`config.mk`:
```
export PLATFORM = sky130hd
export DESIGN_NAME = set_job_arbiter
export DESIGN_NICKNAME = d
export VERILOG_FILES = /design/src/rtl/set_pkg.sv /design/src/rtl/set_rr_arb2.sv /design/src/rtl/set_job_arbiter.sv
export SDC_FILE = /design/constraint.sdc
export NUM_CORES = 1
export LEC_CHECK = 0
export CORE_AREA = 2 2 82 84
export CTS_CLUSTER_DIAMETER = 200
export DETAILED_ROUTE_END_ITERATION = 6
export DIE_AREA = 0 0 84 86
export GPL_TIMING_DRIVEN = 0
export PLACE_DENSITY = 0.8
export SYNTH_ARGS = -nofsm -noshare
export SYNTH_HDL_FRONTEND = slang
export SYNTH_SLANG_ARGS = --single-unit
```
`constraint.sdc`:
```
create_clock -name clk -period 2.2 [get_ports clk]
set_clock_uncertainty 0.1 [all_clocks]
set_input_delay 0.44 -clock clk [delete_from_list [all_inputs] [get_ports clk]]
set_output_delay 0.44 -clock clk [all_outputs]
set_load 0.02 [all_outputs]
```
`src/rtl/set_pkg.sv`:
```
// Shared types and constants for the SET engine job arbiter: operand field
// widths, set-operation encodings, sequencer states and the job record.
package set_pkg;

  localparam int COORD_W   = 4;
  localparam int CENTRAL_W = 24;
  localparam int RADIUS_W  = 12;
  localparam int MODE_W    = 2;

  typedef enum logic [1:0] {
    MODE_A        = 2'b00,
    MODE_AND      = 2'b01,
    MODE_XOR      = 2'b10,
    MODE_TWO_OF_3 = 2'b11
  } set_mode_e;

  typedef enum logic [2:0] {
    IDLE,
    LAUNCH,
    WAIT_BUSY,
    RUN,
    RESP
  } arb_state_e;

  typedef struct packed {
    logic [CENTRAL_W-1:0] central;
    logic [RADIUS_W-1:0]  radius;
    logic [MODE_W-1:0]    mode;
  } set_job_t;

  function automatic logic [1:0] onehot2(input logic idx);
    return idx ? 2'b10 : 2'b01;
  endfunction

endpackage

```
`src/rtl/set_rr_arb2.sv`:
```
// Two-way round-robin grant. On a tie the requester that was not granted
// last wins; a lone request is always granted.
module set_rr_arb2 (
  input  logic       clk,
  input  logic       rst_n,
  input  logic [1:0] req,
  input  logic       arb_en,
  input  logic       accept,
  output logic [1:0] grant,
  output logic       grant_idx
);

  // Requester favoured on the next tie; starts with requester 0.
  logic prio_reg;

  always_comb begin
    grant_idx = 1'b0;
    if (req == 2'b11) begin
      grant_idx = prio_reg;
    end else begin
      grant_idx = req[1];
    end
  end

  for (genvar gi = 0; gi < 2; gi++) begin : g_grant
    assign grant[gi] = arb_en & req[gi] & (grant_idx == 1'(gi));
  end

  always_ff @(posedge clk) begin
    if (!rst_n) begin
      prio_reg <= 1'b0;
    end else if (accept) begin
      prio_reg <= ~grant_idx;
    end
  end

endmodule

```
`src/rtl/set_job_arbiter.sv`:
```
// Shares one SET candidate-counting engine between two requesters, one job
// at a time. Define SET_TIMEOUT_EN to add a launch-to-result watchdog.
module set_job_arbiter
  import set_pkg::*;
#(
  parameter int CAND_W = 8
`ifdef SET_TIMEOUT_EN
  ,
  parameter int TMO_CYCLES = 2048
`endif
) (
  input  logic                 clk,
  input  logic                 rst_n,
  input  logic [1:0]           req_valid,
  output logic [1:0]           req_ready,
  input  logic [CENTRAL_W-1:0] req_central0,
  input  logic [CENTRAL_W-1:0] req_central1,
  input  logic [RADIUS_W-1:0]  req_radius0,
  input  logic [RADIUS_W-1:0]  req_radius1,
  input  logic [MODE_W-1:0]    req_mode0,
  input  logic [MODE_W-1:0]    req_mode1,
  output logic [1:0]           resp_valid,
  input  logic [1:0]           resp_ready,
  output logic [CAND_W-1:0]    resp_candidate,
  output logic                 resp_err,
  output logic                 eng_en,
  output logic [CENTRAL_W-1:0] eng_central,
  output logic [RADIUS_W-1:0]  eng_radius,
  output logic [MODE_W-1:0]    eng_mode,
  input  logic                 eng_busy,
  input  logic                 eng_valid,
  input  logic [CAND_W-1:0]    eng_candidate,
  output logic                 grant_id
);

  arb_state_e          state_reg, state_next;
  set_job_t            job_reg, job_sel;
  logic                grant_id_reg;
  logic [CAND_W-1:0]   cand_reg;
  logic [1:0]          grant;
  logic                grant_idx;
  logic                arb_en;
  logic                accept;
  logic                waiting;
  logic                tmo_hit;

  // A busy engine blocks new work even in IDLE: it may still be finishing
  // a job that was abandoned by reset or by the watchdog.
  assign arb_en  = (state_reg == IDLE) && !eng_busy;
  assign accept  = |(req_valid & grant);
  assign waiting = (state_reg == WAIT_BUSY) || (state_reg == RUN);

  set_rr_arb2 u_rr (
    .clk       (clk),
    .rst_n     (rst_n),
    .req       (req_valid),
    .arb_en    (arb_en),
    .accept    (accept),
    .grant     (grant),
    .grant_idx (grant_idx)
  );

  always_comb begin
    job_sel = '{central: req_central0, radius: req_radius0, mode: req_mode0};
    if (grant_idx) begin
      job_sel = '{central: req_central1, radius: req_radius1, mode: req_mode1};
    end
  end

  always_comb begin
    state_next = state_reg;
    eng_en     = 1'b0;
    resp_valid = 2'b00;
    case (state_reg)
      IDLE: begin
        if (accept) state_next = LAUNCH;
      end
      LAUNCH: begin
        eng_en     = 1'b1;
        state_next = WAIT_BUSY;
      end
      WAIT_BUSY: begin
        if (tmo_hit)       state_next = RESP;
        else if (eng_busy) state_next = RUN;
      end
      RUN: begin
        if (eng_valid || tmo_hit) state_next = RESP;
      end
      RESP: begin
        resp_valid = onehot2(grant_id_reg);
        if (resp_ready[grant_id_reg]) state_next = IDLE;
      end
      default: state_next = IDLE;
    endcase
  end

  always_ff @(posedge clk) begin
    if (!rst_n) begin
      state_reg    <= IDLE;
      job_reg      <= '0;
      grant_id_reg <= 1'b0;
      cand_reg     <= '0;
    end else begin
      state_reg <= state_next;
      if (accept) begin
        job_reg      <= job_sel;
        grant_id_reg <= grant_idx;
      end
      // Engine strobes outside RUN belong to no live job and are dropped.
      if (state_reg == RUN && eng_valid) begin
        cand_reg <= eng_candidate;
      end else if (waiting && tmo_hit) begin
        cand_reg <= '0;
      end
    end
  end

`ifdef SET_TIMEOUT_EN
  localparam int TMO_W = $clog2(TMO_CYCLES + 1);

  logic [TMO_W-1:0] tmo_cnt_reg;
  logic             err_reg;

  assign tmo_hit = waiting && (tmo_cnt_reg == TMO_W'(TMO_CYCLES - 1));

  always_ff @(posedge clk) begin
    if (!rst_n) begin
      tmo_cnt_reg <= '0;
      err_reg     <= 1'b0;
    end else begin
      if (state_reg == LAUNCH) begin
        tmo_cnt_reg <= '0;
      end else if (waiting) begin
        tmo_cnt_reg <= tmo_cnt_reg + 1'b1;
      end
      if (accept) begin
        err_reg <= 1'b0;
      end else if (state_reg == RUN && eng_valid) begin
        err_reg <= 1'b0;
      end else if (tmo_hit) begin
        err_reg <= 1'b1;
      end
    end
  end

  assign resp_err = err_reg;
`else
  assign tmo_hit  = 1'b0;
  assign resp_err = 1'b0;
`endif

  assign req_ready      = grant;
  assign resp_candidate = cand_reg;
  assign eng_central    = job_reg.central;
  assign eng_radius     = job_reg.radius;
  assign eng_mode       = job_reg.mode;
  assign grant_id       = grant_id_reg;

endmodule

```
After elaboration in Yosys (flattened, before gate mapping)
Cells that the tools add are included.

$lt $le $gt $ge: 1. Equal/unequal tests: 9. Muxes and demuxes: 12. Bitwise gates (word level): 6. Reduce and logical (&&, ||, !) cells: 6.

Operators by type and width (count): $mux 38 (1); $pmux 3 s5 (1); $mux 3 (4); $ne 2x2->1 const B (4); $eq 3x2->1 const B (2); $and 1x1->1 (4); $mux 1 (4); $mux 2 (2); $reduce_and 4->1 (1); $eq 3x1->1 const B (1); $eq 3x3->1 const B (1); $logic_not 3->1 (1); $and 2x2->2 (1); $eq 2x2->1 const B (1); $logic_and 1x1->1 (2); $lt 1x2->1 const B (1); $reduce_or 2->1 (1); $logic_not 1->1 (1); $not 1->1 (1).

Bits in registers: 51. Bits of input ports: 92. Output and inout bits: 53.

Longest topological paths before layout
Gate-level depths: netlist of run 1.

Depth in word-level cells: 8. Mapped depth: 6. Depth with buffers taken out: 4.

Cells and area by module
Synthesis of run 1 repeated with hierarchy kept, for this count alone.

Cells, all modules: 240. Area total of the unflattened synthesis: 2376.0 um^2.

Modules (own cells, without submodules): set_job_arbiter (instances 1, cells an instance 232, area an instance 2308.5 um^2, sequential area each 1001.0 um^2); set_rr_arb2 (instances 1, cells an instance 8, area an instance 67.6 um^2, sequential area each 20.0 um^2).

Worst setup path before layout of run 1
No wires, ideal clock.

Kind: register to output. Start point: register state_reg[1]. End point: output port req_ready[1]. Data arrival time: 1.333 ns. Path slack: 0.327 ns. Cell stages (with the launch flop): 4. Cell sequence: dfxtp_1 > buf_2 > or4_4 > nor2_1.

Cells in the longest elaborated chain, start to end: 4.

RTL lines: from (decl) (line set_job_arbiter.sv:36) `arb_state_e state_reg, state_next;`; from (signal assigned) (line set_job_arbiter.sv:104) `state_reg <= state_next;`; $logic_not 3->1 (line set_job_arbiter.sv:49) `assign arb_en = (state_reg == IDLE) && !eng_busy;`; $logic_and 1x1->1 (line set_job_arbiter.sv:49); $and 1x1->1 (2 in series) (line set_rr_arb2.sv:26) `assign grant[gi] = arb_en & req[gi] & (grant_idx == 1'(gi));`; to (decl) (line set_job_arbiter.sv:15) `output logic [1:0] req_ready,`.

No other way between the ends.

Worst setup path in the final report of run 1
Start point: input port req_valid[1]. End point: output port req_ready[1].

Cells in the longest elaborated chain, start to end: 3. Elaborated cells on any way between the ends: 4. Those cells by class: eq/ne: 1; mux: 1; bitwise: 2.

RTL lines: from (decl) (line set_job_arbiter.sv:14) `input logic [1:0] req_valid,`; $eq 2x2->1 (line set_rr_arb2.sv:18) `if (req == 2'b11) begin`; $mux 1 (line set_rr_arb2.sv:18); $and 1x1->1 * (line set_rr_arb2.sv:26).

Every way passes the cells marked *; elsewhere a longest branch is shown, timed or not.

==> results of run 1 <==
[worst min path at each step]
stage,slack [ns],depth (start not counted),endpoint,from
final,0.36,2,resp_candidate[3],resp_candidate[3]
after global placement,0.34,2,resp_candidate[3],resp_candidate[3]
after global routing,0.39,2,resp_candidate[3],resp_candidate[3]
after CTS,0.36,2,resp_candidate[7],resp_candidate[7]
after floorplan,0.43,2,state_reg[2],state_reg[2]
after detailed placement,0.35,2,resp_candidate[7],resp_candidate[7]
[cells in the final DEF (no fill, tap or decap), drive strengths merged, types with 2 or more instances in the layout]
master	count
a211o	28
a21oi	39
a221o	10
and3	11
buf	14
clkbuf	22
clkdlybuf4s50	136
dfxtp	51
dlygate4sd2	3
dlymetal6s2s	2
inv	4
nand2	19
nand3	3
nor2	7
nor4	2
o211a	2
o21ai	59
[stage by stage]
step                hold slack [ns]  utilization  instances  TNS [ns]  setup slack [ns]
floorplan                     0.430            -        268         0             0.327
global placement              0.341        0.610        488     -6.42            -0.812
detailed placement            0.349        0.610        488     -7.89            -0.846
CTS                           0.361        0.630        496   -0.0608           -0.0326
global route                  0.393        0.634        498  -0.00116          -0.00116
finish                        0.361        0.634        498         0            0.0636
[per-layer routing]
layer | up-vias | part of all wire | wire [um] | track usage
li1 | 1299 | - | - | -
met1 | 1205 | 0.43 | 3280 | 0.257
met4 | 0 | 0.0094 | 72 | 0.0396
met2 | 89 | 0.49 | 3730 | 0.372
met5 | - | 0 | 0 | 0
met3 | 10 | 0.077 | 589 | 0.0693
[critical path, stage by stage]
cell and delay [ns]:
clkdlybuf4s50_1 0.59, o21ai_4 0.11, buf_8 0.15, nor2_1 0.13, buf_4 0.17
[power groups by stage]
stage	Combinational, mW	Sequential, mW	Clock [mW]
6_report	0.728	1.04	0.538
3_3_place_gp	0.706	1.06	0
4_1_cts	0.729	1.05	0.560
2_1_floorplan	0.244	1.15	0
5_1_grt	0.785	1.06	0.602
3_5_place_dp	0.716	1.06	0
[cell families after synthesis]
logic type / synth area share
AOI/OAI and AO/OA: 0.372
DFF: 0.443
and+or+nand+nor: 0.118
buffers and inverters: 0.0608
muxes: 0.00435
other: 0.00163
[area by class of cell]
type,instances,area (um^2),share of cell area
inverter,4,15.0,0.00377
clock buffer,6,82.6,0.0208
timing repair buffer,146,1450,0.364
tap,77,96.3,0.0242
clock inverter,1,5.00,0.00126
multi-input combinational,188,1170,0.293
buffer,25,140,0.0352
sequential,51,1020,0.257
[repair_timing]
| action | 4_1_cts | 5_1_grt |
|---|---|---|
| setup buffers | 1 | 2 |
| setup endpoints to repair | 4 | 22 |
| resized for setup | 19 | 11 |
| pin swaps | 1 | 2 |
==> flow_summary_export.csv, run 1 <==
group,metric,value,unit
setup_path,worstPathMaxFanout,10,
floorplan,core_area,6280,um^2
global_route,grt_first_pass_wirelength,12700,um
timing,worst_pin_slew,0.671,ns
global_route,via_count_of_the_first_global_routing_pass,2630,
logic_synthesis,netlist-cell-type-count,28,
clock_network,h-tree-depth,2,
clock_network,cts_hold_buffers,0,
clock_network,clkSlewWorstSetupHoldPaths,0.09,ns
timing,highest_clock_frequency_the_design_can_meet,468,MHz
setup_path,cp.required,1.66,ns
routing,drtAntennaViolNets,0,
logic_synthesis,yosys_most_used_dff,"dfxtp_1",
floorplan,placement_rows,29,
timing,timing.final.crit_share,0.971,
setup_path,critical_path.reg2reg.endpoint,"eng_central[21]",
setup_path,worstPathArrival,1.60,ns
setup_path,crit_path_end,"req_ready[1]",
power,cellInternalPower,1.64,mW
floorplan,start_util,0.367,
floorplan,pin_count,145,
hold_path,hold_path_class,"reg -> reg",
clock_network,clock_tree_from_tritoncts,"done",
power,netSwitchingFraction,0.292,
logic_synthesis,synth-seq-cells,51,
clock_network,clock_tree.buffer_depth,2,
timing,report.final.setup_viol,0,
placed_design,place_congestion,0.778,
setup_path,regToRegSetupSlack,0.30,ns
layout,nFillCells,567,
setup_path,worst-setup-path-type,"in -> out",
setup_path,timing.critical_path.from_type,"input pin",
setup_path,timing.critical_path.to_type,"primary output",
routing,drt_pre_antenna_iters,4,
layout,drive_above_1_share,0.0736,
logic_synthesis,synth_async_sr_flop_share,0,
timing,finalHoldViolCount,0,
logic_synthesis,synthDominantAreaCellType,"dfxtp_1",
layout,largest_register_ff_count,24,
logic_synthesis,synth.yosys.warnings,0,
power,total_power,2.31,mW
job,drv.max_cap_violation_count,0,
power,power.clock.fraction,0.233,
setup_path,r2r-start,"u_rr.prio_reg",
setup_path,crit_startpoint,"req_valid[1]",
placed_design,dp.final_hpwl,5670,um
logic_synthesis,synth_commonest_cells,"51 x dfxtp_1, 39 x a21oi_1, 39 x o21ai_1",
layout,finish.net_count,513,
routing,routed-via-count,2603,
logic_synthesis,post_synth_main_area_contributors,"dfxtp_1 44%, a211o_1 11%, a21oi_1 8.5%",
power,worst_ir_drop_vdd,0.000288,V
routing,drc,0,
layout,syn_to_final_growth,72.7,%
global_route,gr-total-overflow,0,
routing,finalWirelength,7670,um
routing,route.detailed.wl_per_inst,15.4,um
logic_synthesis,synthesis.area_per_instance,8.59,um^2
power,p_switching,0.675,mW
timing,slew-limit-headroom,0.551,
power,cellPowerDensity,581,nW/um^2
floorplan,die-width,84,um
layout,n_antenna_cell,0,
floorplan,floorplan.die.height,86,um
global_route,globalRouteTotalUtil,0.212,
power,power.share.combinational,0.315,
routing,avgViaCountPerCell,5.23,
power,seq_power_share,0.452,
placed_design,dpl_cell_area,3830,um^2
setup_path,reg2reg_depth,5,
clock_network,insertion_delay,0.30,ns
layout,design_area,3980,um^2
global_route,antenna_violations_before_repair,0,
logic_synthesis,fraction_of_the_yosys_area_taken_by_sequential_cells,0.443,
logic_synthesis,net_count_after_synthesis,360,
timing,min_period,2.14,ns
timing,timing.final.max_slew_violations,0,
clock_network,clock-sinks,51,
logic_synthesis,syn-instance-count,268,
logic_synthesis,cell_area_after_technology_mapping,2300,um^2
logic_synthesis,yosysMostFrequentCell,"dfxtp_1",
placed_design,numPortBuffers,143,
clock_network,tritoncts.num_buffers,5,
global_route,largest_net_degree_at_the_start_of_global_routing,15,
logic_synthesis,synth_enable_flop_cells,0,
floorplan,die_area,7220,um^2
outcome,run_status,"complete, no violations",
power,power_leakage,1.59,nW
routing,detail_route.iter0.violations,109,
clock_network,clock-root-buffer,"clkbuf_8",
logic_synthesis,synth_top_cell_area_share,0.443,
Power figures use the tool's default switching activity.
==> run 2, diff against run 1 <==
--- a/config.mk
+++ b/config.mk
@@ -9,8 +9,9 @@
 export CTS_CLUSTER_DIAMETER = 200
 export DETAILED_ROUTE_END_ITERATION = 6
 export DIE_AREA = 0 0 84 86
+export GPL_ROUTABILITY_DRIVEN = 0
 export GPL_TIMING_DRIVEN = 0
-export PLACE_DENSITY = 0.8
+export PLACE_DENSITY_LB_ADDON = 0.2
 export SYNTH_ARGS = -nofsm -noshare
 export SYNTH_HDL_FRONTEND = slang
 export SYNTH_SLANG_ARGS = --single-unit
==> run 2 against run 1 <==
  * The flow now finishes with violations (setup timing)
  * Clock-buffer cell count grew 1
  * Register-to-register slack got worse by 0.04 ns
  * Wire length shrank 1.5%
  * Total power fell by 0.66%
  * First-iteration DRC count shrank 12%
  * Hold slack got worse by 0.0044 ns
  * Critical path type unchanged
==> flow_summary_export.csv, run 2 (synthesis gave the netlist of run 1 again) <==
group,metric,value,unit
outcome,run_status,"finished, violations left",
outcome,violated_checks,"setup timing",
routing,finalWirelength,7550,um
setup_path,worstPathArrival,1.68,ns
clock_network,clock-root-buffer,"clkbuf_8",
setup_path,cp_cell_sequence,"clkdlybuf4s50_1 > inv_1 > o21ai_4 > buf_6 > nor2_2 > buf_4",
timing,worst_pin_slew,0.712,ns
clock_network,tritoncts.num_buffers,5,
power,power.clock.fraction,0.230,
timing,setup_repair_after_global_routing_missed_its_margin,"true",
layout,largest_register_ff_count,24,
setup_path,critPathBufInv,4,
setup_path,timing.critical_path.from_type,"input pin",
routing,drt_pre_antenna_iters,4,
layout,highest_count_cells_in_the_layout_ignoring_fill_and_taps,"136 x clkdlybuf4s50_1, 50 x dfxtp_1, 39 x a21oi_1",
power,seq_power_share,0.455,
hold_path,hp-start,"resp_candidate[0]",
floorplan,core_area,6280,um^2
power,netSwitchingFraction,0.299,
layout,design_area,3960,um^2
power,worst_ir_drop_vdd,0.000347,V
clock_network,clock_tree_from_tritoncts,"done",
power,power_leakage,1.57,nW
global_route,via_count_of_the_first_global_routing_pass,2451,
timing,report.final.setup_viol,1,
layout,n_antenna_cell,0,
routing,drtAntennaViolNets,0,
global_route,largest_net_degree_at_the_start_of_global_routing,15,
timing,fin_tns_setup,-0.0157,ns
global_route,grt_first_pass_wirelength,12000,um
layout,syn_to_final_growth,71.8,%
routing,avgViaCountPerCell,5.24,
routing,detail_route.iter0.violations,96,
power,cellPowerDensity,580,nW/um^2
clock_network,clock-sinks,51,
setup_path,timing.critical_path.to_type,"primary output",
routing,routed-via-count,2612,
setup_path,max_stage_delay,0.54,ns
layout,finish.cell_count_without_fillers,498,
timing,slew-limit-headroom,0.523,
placed_design,dp_slack,-0.847,ns
global_route,globalRouteTotalUtil,0.203,
setup_path,worstPathMaxFanout,10,
floorplan,pin_count,145,
clock_network,insertion_delay,0.30,ns
floorplan,placement_rows,29,
global_route,gr-total-overflow,0,
placed_design,numPortBuffers,143,
floorplan,floorplan.die.height,86,um
layout,layout_commonest_cell,"clkdlybuf4s50_1",
timing,highest_clock_frequency_the_design_can_meet,451,MHz
timing,fin_ws,-0.0157,ns
floorplan,die-width,84,um
timing,min_period,2.22,ns
routing,drc,0,
power,total_power,2.30,mW
layout,nFillCells,589,
hold_path,hold_path_class,"reg -> reg",
setup_path,cp.required,1.66,ns
clock_network,h-tree-depth,2,
global_route,antenna_violations_before_repair,0,
job,drv.max_cap_violation_count,0,
floorplan,die_area,7220,um^2
power,power.share.combinational,0.315,
placed_design,number_of_cells_in_the_design_after_placement,488,
floorplan,start_util,0.367,
timing,finalHoldViolCount,0,
routing,route.detailed.wl_per_inst,15.2,um
power,cellInternalPower,1.61,mW
layout,finish.net_count,512,
clock_network,clkSlewWorstSetupHoldPaths,0.09,ns
setup_path,r2r-start,"state_reg[0]",
setup_path,cp_slowest_cell,"clkdlybuf4s50_1",
layout,drive_above_1_share,0.0665,
timing,whs,0.356,ns
layout,final_core_util,0.630,
setup_path,crit_startpoint,"req_valid[0]",
clock_network,clock_tree.buffer_depth,2,
placed_design,dpl_cell_area,3830,um^2
timing,timing.final.crit_share,1.01,
timing,timing.final.max_slew_violations,0,
placed_design,dp.final_hpwl,5570,um
setup_path,worst-setup-path-type,"in -> out",
setup_path,cp_top_family,"buffers and inverters",
power,p_switching,0.685,mW
[run 2: timing repair]
action                     4_1_cts  5_1_grt
hold buffers                     0        0
setup endpoints to repair        5       22
buffers inserted                 0        2
resized for setup               13       15
pin swaps                        1        1
[run 2: worst register-to-register path, cell delays in order, from the launching register on]
cell,delay (ns)
dfxtp_1,0.40
nor4_4,0.32
nand3_1,0.20
nor2_1,0.59
a221o_1,0.27
[run 2: final cells by class]
class                      count  area, um^2  share of cell area
sequential                    51        1020               0.258
multi-input combinational    188        1160               0.294
tap                           77        96.3              0.0244
clock inverter                 1        5.00             0.00127
timing repair buffer         145        1440               0.364
buffer                        25         136              0.0345
inverter                       4        15.0             0.00380
clock buffer                   7        76.3              0.0193
[run 2: power by group through the flow]
stage	combinational (mW)	clock [mW]	sequential (mW)
final	0.724	0.527	1.04
after global routing	0.777	0.576	1.06
after CTS	0.718	0.549	1.04
after detailed placement	0.715	0	1.06
after global placement	0.709	0	1.06
after floorplan	0.244	0	1.15
[run 2: final timing paths]
kind                  endpoint  slack, ns  depth (start not counted)
max reg2reg      eng_radius[3]       0.26                          4
min          resp_candidate[0]       0.36                          2
min reg2reg  resp_candidate[0]       0.36                          2
max               req_ready[1]      -0.02                          6
[run 2: per-layer routing]
| layer | GRT usage | up-vias | wire, um |
|---|---|---|---|
| met4 | 0.0616 | 0 | 106 |
| li1 | - | 1300 | - |
| met5 | 0 | - | 0 |
| met1 | 0.254 | 1203 | 3330 |
| met2 | 0.348 | 99 | 3600 |
| met3 | 0.0462 | 10 | 514 |
==> run 3, diff against run 2 <==
--- a/config.mk
+++ b/config.mk
@@ -12,6 +12,7 @@
 export GPL_ROUTABILITY_DRIVEN = 0
 export GPL_TIMING_DRIVEN = 0
 export PLACE_DENSITY_LB_ADDON = 0.2
+export RECOVER_POWER = 50
 export SYNTH_ARGS = -nofsm -noshare
 export SYNTH_HDL_FRONTEND = slang
 export SYNTH_SLANG_ARGS = --single-unit
==> run 3 against run 2 <==
  * Maximum frequency is essentially flat
  * Critical endpoint unchanged
  * Final cell count unchanged
  * Critical path depth unchanged
  * Sequential power about the same
  * The flow still finishes with violations (setup timing)
  * Sequential cell count is the same
  * Utilization is the same
  * Sequential share of layout area is the same
  * Cell area unchanged
  * Largest power group unchanged
  * Global-route usage stayed put
==> flow_summary_export.csv, run 3 (synthesis gave the netlist of run 1 again) <==
group,metric,value,unit
clock_network,cts_hold_buffers,0,
outcome,run_status,"finished, violations left",
layout,highest_count_cells_in_the_layout_ignoring_fill_and_taps,"95 x clkdlybuf4s50_1, 50 x dfxtp_1, 41 x dlygate4sd3_1",
layout,finish.cell_count_without_fillers,498,
placed_design,dpl_cell_area,3830,um^2
hold_path,worst_hold_path_endpoint,"resp_candidate[0]",
routing,detail_route.iter0.violations,101,
setup_path,worst-setup-path-type,"in -> out",
floorplan,pin_count,145,
timing,min_period,2.22,ns
clock_network,insertion_delay,0.30,ns
routing,routed-via-count,2615,
routing,drc,0,
setup_path,reg2reg_depth,4,
setup_path,worstPathArrival,1.68,ns
timing,fin_ws,-0.0166,ns
timing,slew-limit-headroom,0.523,
floorplan,core_area,6280,um^2
routing,drtAntennaViolNets,0,
power,netSwitchingFraction,0.300,
floorplan,die_area,7220,um^2
hold_path,cell_depth_of_the_worst_min_delay_path,2,
timing,report.final.setup_viol,1,
layout,syn_to_final_growth,71.8,%
timing,highest_clock_frequency_the_design_can_meet,451,MHz
clock_network,clock_tree_from_tritoncts,"done",
layout,design_area,3960,um^2
power,power.clock.fraction,0.232,
placed_design,numPortBuffers,143,
setup_path,timing.critical_path.from_type,"input pin",
setup_path,regToRegSetupSlack,0.26,ns
timing,setup_repair_after_global_routing_missed_its_margin,"true",
layout,finish.net_count,512,
timing,worst_pin_slew,0.712,ns
layout,layout_commonest_cell,"clkdlybuf4s50_1",
setup_path,cp.required,1.66,ns
power,cellPowerDensity,574,nW/um^2
outcome,violated_checks,"setup timing",
power,seq_power_share,0.459,
global_route,largest_net_degree_at_the_start_of_global_routing,15,
placed_design,dp.final_hpwl,5570,um
setup_path,critical_path.reg2reg.endpoint,"eng_radius[3]",
timing,timing.final.max_slew_violations,0,
routing,drt_pre_antenna_iters,4,
routing,finalWirelength,7520,um
floorplan,die-width,84,um
clock_network,clkSlewWorstSetupHoldPaths,0.09,ns
floorplan,placement_rows,29,
clock_network,h-tree-depth,2,
global_route,grt_first_pass_wirelength,12000,um
layout,n_antenna_cell,0,
timing,fin_tns_setup,-0.0166,ns
routing,avgViaCountPerCell,5.25,
job,drv.max_cap_violation_count,0,
timing,timing.final.crit_share,1.01,
power,power_leakage,1.68,nW
timing,whs,0.352,ns
routing,route.detailed.wl_per_inst,15.1,um
clock_network,clock-sinks,51,
power,worst_ir_drop_vdd,0.000345,V
power,p_switching,0.682,mW
hold_path,hold_path_class,"reg -> reg",
layout,largest_register_ff_count,24,
placed_design,number_of_cells_in_the_design_after_placement,488,
global_route,via_count_of_the_first_global_routing_pass,2451,
power,power.share.combinational,0.309,
floorplan,floorplan.die.height,86,um
hold_path,hp-start,"resp_candidate[0]",
clock_network,clock_tree.buffer_depth,2,
global_route,globalRouteTotalUtil,0.203,
placed_design,dp_slack,-0.847,ns
setup_path,worstPathMaxFanout,10,
setup_path,r2r-start,"state_reg[0]",
timing,finalHoldViolCount,0,
floorplan,start_util,0.367,
clock_network,tritoncts.num_buffers,5,
global_route,antenna_violations_before_repair,0,
layout,drive_above_1_share,0.0665,
setup_path,timing.critical_path.to_type,"primary output",
clock_network,clock-root-buffer,"clkbuf_8",
global_route,gr-total-overflow,0,
power,cellInternalPower,1.59,mW
## run 3: changes by cell type in the layout (fill, tap and decap cells not counted), sizes merged
cell | before | now
clkdlybuf4s50 | 136 | 95
dlygate4sd3 | 0 | 41
## run 3: metal layers
metal / GRT usage / wire length [um] / part of all wire / up-vias
li1: - / - / - / 1304
met1: 0.254 / 3290 / 0.44 / 1200
met2: 0.348 / 3580 / 0.48 / 101
met3: 0.0462 / 540 / 0.072 / 10
met4: 0.0616 / 106 / 0.014 / 0
met5: 0 / 0 / 0 / -
## run 3: power by group through the flow
| stage | registers, mW | logic, mW | clock network, mW |
|---|---|---|---|
| after global placement | 1.06 | 0.709 | 0 |
| after detailed placement | 1.06 | 0.715 | 0 |
| final | 1.04 | 0.702 | 0.526 |
| after CTS | 1.04 | 0.718 | 0.549 |
| after global routing | 1.05 | 0.755 | 0.576 |
| after floorplan | 1.15 | 0.244 | 0 |
## run 3: worst max-delay path by stage
stage                            start            to  slack, ns  cells past startpoint
after floorplan           state_reg[1]  req_ready[1]       0.33                      3
after detailed placement  req_valid[0]  req_ready[1]      -0.85                      6
final                     req_valid[0]  req_ready[1]      -0.02                      6
after global placement    req_valid[0]  req_ready[1]      -0.83                      6
after CTS                     eng_busy  req_ready[0]      -0.15                      5
after global routing      req_valid[0]  req_ready[1]      -0.07                      6
## run 3: stage by stage
stage,utilization,power (mW)
after global routing,0.630,2.38
after global placement,0.610,1.77
final,0.630,2.27
after CTS,0.624,2.31
after detailed placement,0.610,1.78
after floorplan,-,1.39
## run 3: area by class of cell
class / count / area, um^2
Fill cell: 589 / 2320
Timing Repair Buffer: 145 / 1440
Multi-Input combinational cell: 188 / 1160
Sequential cell: 51 / 1020
Buffer: 25 / 136
Tap cell: 77 / 96.3
Clock buffer: 7 / 76.3
Inverter: 4 / 15.0
Clock inverter: 1 / 5.00
## run 3: critical path: stages
cell and delay (ns):
clkdlybuf4s50_1 0.54, inv_1 0.10, o21ai_4 0.22, buf_6 0.18, nor2_2 0.05, buf_4 0.15
## run 3: what timing repair did
item,CTS,global route
gates resized for setup,13,15
pin swaps,1,1
endpoints found under the setup margin,5,22
setup buffers,0,2
